$ cat src/rtl/bcd_pkg.sv
// Shared BCD digit type, digit bounds and the load-sanitising helper.
package bcd_pkg;

  typedef logic [3:0] bcd_digit_t;

  localparam bcd_digit_t BCD_MAX = 4'd9;
  localparam bcd_digit_t BCD_MIN = 4'd0;

  function automatic bcd_digit_t bcd_sanitise(input bcd_digit_t d);
    return (d > BCD_MAX) ? BCD_MIN : d;
  endfunction

endpackage

$ cat src/rtl/bcd_digit.sv
// One BCD digit of the up/down counter; steps when every lower digit is terminal.
module bcd_digit
  import bcd_pkg::*;
(
  input  logic       clk,
  input  logic       reset_n,
  input  logic       clr,
  input  logic       load,
  input  bcd_digit_t load_digit,
  input  logic       step,
  input  logic       up,
  output bcd_digit_t q,
  output logic       last
);

  logic at_top;
  logic at_bottom;

  // Illegal codes sit at both ends so the digit self-corrects on its next step.
  assign at_top    = (q >= BCD_MAX);
  assign at_bottom = (q == BCD_MIN) || (q > BCD_MAX);
  assign last      = up ? at_top : at_bottom;

  always_ff @(posedge clk or negedge reset_n) begin
    if (!reset_n) begin
      q <= BCD_MIN;
    end else if (clr) begin
      q <= BCD_MIN;
    end else if (load) begin
      q <= bcd_sanitise(load_digit);
    end else if (step) begin
      if (up) q <= at_top    ? BCD_MIN : q + 4'd1;
      else    q <= at_bottom ? BCD_MAX : q - 4'd1;
    end
  end

endmodule

$ cat src/rtl/bcd_counter_n.sv
// Multi-digit BCD up/down counter with clear, sanitised load, cascade tc and wrap pulse.
module bcd_counter_n
  import bcd_pkg::*;
#(
  parameter int unsigned DIGITS = 4
) (
  input  logic                  clk,
  input  logic                  reset_n,
  input  logic                  clr,
  input  logic                  load,
  input  logic [4*DIGITS-1:0]   load_val,
  input  logic                  en,
  input  logic                  up,
  output logic [4*DIGITS-1:0]   count,
  output logic                  tc,
  output logic                  wrap,
  output logic                  load_err
);

  logic [DIGITS-1:0] step;
  logic [DIGITS-1:0] last;
  logic [DIGITS-1:0] bad;

  for (genvar i = 0; i < DIGITS; i++) begin : g_digit
    if (i == 0) begin : g_lsd
      assign step[i] = en;
    end else begin : g_upper
      assign step[i] = en & (&last[i-1:0]);
    end

    assign bad[i] = (load_val[4*i +: 4] > BCD_MAX);

    bcd_digit u_digit (
      .clk        (clk),
      .reset_n    (reset_n),
      .clr        (clr),
      .load       (load),
      .load_digit (load_val[4*i +: 4]),
      .step       (step[i]),
      .up         (up),
      .q          (count[4*i +: 4]),
      .last       (last[i])
    );
  end

  assign tc = step[DIGITS-1] & last[DIGITS-1] & ~clr & ~load;

  always_ff @(posedge clk or negedge reset_n) begin
    if (!reset_n) begin
      wrap     <= 1'b0;
      load_err <= 1'b0;
    end else begin
      wrap     <= tc;
      load_err <= ~clr & load & (|bad);
    end
  end

endmodule

$ cat config.mk
export PLATFORM = sky130hd
export DESIGN_NAME = bcd_counter_n
export DESIGN_NICKNAME = d
export VERILOG_FILES = /design/src/rtl/bcd_pkg.sv /design/src/rtl/bcd_digit.sv /design/src/rtl/bcd_counter_n.sv
export SDC_FILE = /design/constraint.sdc
export NUM_CORES = 1
export LEC_CHECK = 0
export CORE_AREA = 5 5 70 72
export DETAILED_ROUTE_END_ITERATION = 16
export DIE_AREA = 0 0 75 77
export GPL_ROUTABILITY_DRIVEN = 0
export PLACE_DENSITY = 0.75
export SYNTH_ARGS = -nofsm -noshare
export SYNTH_HDL_FRONTEND = slang
export SYNTH_SLANG_ARGS = --single-unit
$ cat constraint.sdc
create_clock -name clk -period 2 [get_ports clk]
set_input_delay 0.2 -clock clk [delete_from_list [all_inputs] [get_ports clk]]
set_output_delay 0.2 -clock clk [all_outputs]
set_load 0.005 [all_outputs]
==> metrics.txt <==
Tightest Hold Check Type in -> async; Pleak 1.350 nW; largest net degree at the start of global routing 19; All-Layer GR Usage 22.61%; Synth Cell Area 1873 µm²; max cap viols 0; initial core utilization 44.24%; endpoints failing hold 0; Avg WL per Cell 16.62 µm; final worst setup slack -0.1795 ns; Layout area overhead 64.80%; GR Overflow Total 0; DR vias/cell 5.929; minimum clock period 2.179 ns; post-synthesis async set-or-reset flop share 100.0%; nets@finish 379; synthesized instance count 232; total routed wirelength 6.580 mm; clk root buf clkbuf_8; DR WL met2 3.350 mm; WHS 0.2594 ns; Synth Area in XOR/XNOR 1.870%; setup tns final -0.6269 ns; Slew Viols, Final 0; largest family of logic cells by synthesized area compound AO/OA/AOI/OAI gates; dominant cell type by area after synthesis dfrtp_1; Slew headroom 64.62%; Setup violations, final 7; H-Tree Depth 1; first-pass GRT wire length 10.25 mm; peak supply drop 0.3352 mV; Final HPWL DP 4.447 mm; TritonCTS clock tree yes; Post-route DRC 0; crit path launch type register; via count 2,348; mux contribution to synthesized area 5.478%; fin crit share 109.0%; clk sinks 18; share of cells above drive strength 1 34.88%; Worst R2R Start g_digit[1].u_digit.q[0]$_DFFE_PN0P_; vias in the first global route 2,218; Ys Warns 0; top cell type's share of synthesized area 24.05%; CTS buffer count 3; Worst Setup SP g_digit[0].u_digit.q[1]$_DFFE_PN0P_; DR iter-0 viols 218; Syn Nets 266; simple-gate share of the synthesized area 21.11%; reg2reg end g_digit[3].u_digit.q[3]$_DFFE_PN0P_; FF-to-FF setup slack -0.12 ns; I/O Buffers 40; reg2reg path depth 9; Setup CP Type reg -> out; width of the chip 75 µm; Antenna diodes 0; Post-synth EDFFs 0; Critical Path End tc; flop and latch count out of synthesis 18; Worst-Skew Late Latency 0.27 ns; met3 WL post-DR 422 µm; top cells by area, synth dfrtp_1 24%, ha_1 8.0%, a21oi_1 4.0%, o21ai_0 3.5%, inv_1 3.0%; TritonRoute pass-1 iters 5; Cell variety after synth 60; status finished, violations left; antenna-violating nets left 0; Worst Max-Slew Pin Slew 0.5251 ns; crit end category output pin; unrepaired setup endpoints after global routing true; Worst EP arrival 1.98 ns; failing checks setup timing; antenna violations before repair 0; Core Box Area 4234 µm²; Mapped Avg Cell Area 8.073 µm²; adder-cell area share of the yosys netlist 8.016%; ys flop type dfrtp_1; worst clock skew 0.006923 ns; Rows 24; CTS hold repair buffers 0; Die Area 5775 µm²; Seq/Total Area, Yosys 24.05%; Post-Route M1 WL 2.558 mm; clock slew at reported path FFs 0.08 ns; Peak Freq 0.4588 GHz; FILL cells 293; WP data required 1.80 ns; total power per unit cell area 527.7 nW/µm²; CP max FO 3; DR top layer met4; Chip Height 77 µm; I/O pin count 41; final core occ 72.90%; CTS Buffer Depth 2; Synth Area in Compound Gates 32.13%
-- per-stage QoR --
stage               total power [W]  setup slack (ns)  area, µm²  instances
finish                     0.001629           -0.1795       3087        396
global placement           0.001155           -0.2929       2813        378
CTS                        0.001581           -0.1295       3038        395
floorplan                 0.0007931          0.007622       1907        232
detailed placement         0.001167           -0.3051       2813        378
global route               0.001726           -0.2677       3087        396
-- kinds of logic (layout without fill, tap and decap cells) --
family / after synthesis / after routing
buf+inv: 32 / 144
simple gates: 73 / 73
fa+ha+maj: 12 / 12
xor+xnor: 4 / 4
mux: 9 / 9
compound gates: 84 / 84
flops: 18 / 18
-- cell usage after synthesis (5+ instances only) --
master	instances
dfrtp_1	18
a21oi_1	15
inv_1	15
nand2_1	14
o21ai_0	13
ha_1	12
nor2_1	12
nand3_1	10
a31oi_1	7
clkbuf_1	7
nor3_1	7
buf_2	5
mux2i_1	5
o21bai_1	5
-- cell usage in the layout, fill, tap and decap left out, types with 4 or more instances in the layout --
cell type,count
nand2_1,14
a32oi_1,4
a21oi_1,13
clkbuf_8,4
clkdlybuf4s50_1,39
a31oi_1,7
o21ai_0,12
nand2b_1,4
ha_1,7
ha_4,5
nor2_1,12
dfrtp_1,16
nand3_1,10
o21ai_1,5
buf_4,80
a21o_1,4
nor2b_1,4
nor3_1,6
mux2i_1,4
inv_1,9
inv_2,9
-- per-layer routing --
metal | global-route usage (%) | up-vias
met1 | 26.68 | 1095
met5 | 0 | -
met3 | 3.137 | 33
li1 | - | 1100
met4 | 9.075 | 0
met2 | 39.72 | 120
-- worst max-delay path, stage by stage (launching register included) --
cell     delay, ns
dfrtp_1       0.40
inv_2         0.12
ha_4          0.17
nor3b_4       0.21
a21oi_2       0.08
a21o_1        0.20
nor4_2        0.28
buf_4         0.17
buf_6         0.09
-- sequential cells by signal, indices dropped and copies added (netlist names) --
register / flops
g_digit.u_digit.q: 16
wrap: 1
load_err: 1
-- what timing repair did --
| action | 4_1_cts | 5_1_grt |
|---|---|---|
| buffers inserted | 13 | 1 |
| endpoints found under the setup margin | 6 | 15 |
| gates resized for setup | 20 | 10 |
| pin swaps | 14 | 5 |
-- area by class of cell --
cell class / count / area (µm²) / area share (%)
multi-input cells: 182 / 1421 / 46.05
repair buffers: 122 / 1025 / 33.20
flip-flops and latches: 18 / 452.9 / 14.67
inverters: 18 / 67.56 / 2.189
well taps: 52 / 65.06 / 2.108
clock buffers: 4 / 55.05 / 1.784
-- worst min path at each step --
stage / startpoint / endpoint / slack, ns
2_1_floorplan: reset_n / g_digit[0].u_digit.q[0]$_DFFE_PN0P_ / -0.1
3_3_place_gp: reset_n / g_digit[3].u_digit.q[0]$_DFFE_PN0P_ / 0.56
3_5_place_dp: reset_n / g_digit[3].u_digit.q[0]$_DFFE_PN0P_ / 0.56
4_1_cts: reset_n / g_digit[3].u_digit.q[0]$_DFFE_PN0P_ / 0.27
5_1_grt: reset_n / g_digit[3].u_digit.q[1]$_DFFE_PN0P_ / 0.28
6_report: reset_n / g_digit[1].u_digit.q[3]$_DFFE_PN0P_ / 0.26
-- report_power, final --
| part | leakage, nW | internal, W | total (W) | switching [W] |
|---|---|---|---|---|
| clock | 0.0288 | 0.000176 | 0.000330 | 0.000154 |
| sequential | 0.237 | 0.000393 | 0.000426 | 0.0000331 |
| combinational | 1.08 | 0.000487 | 0.000873 | 0.000386 |
Power figures use the tool's default switching activity.
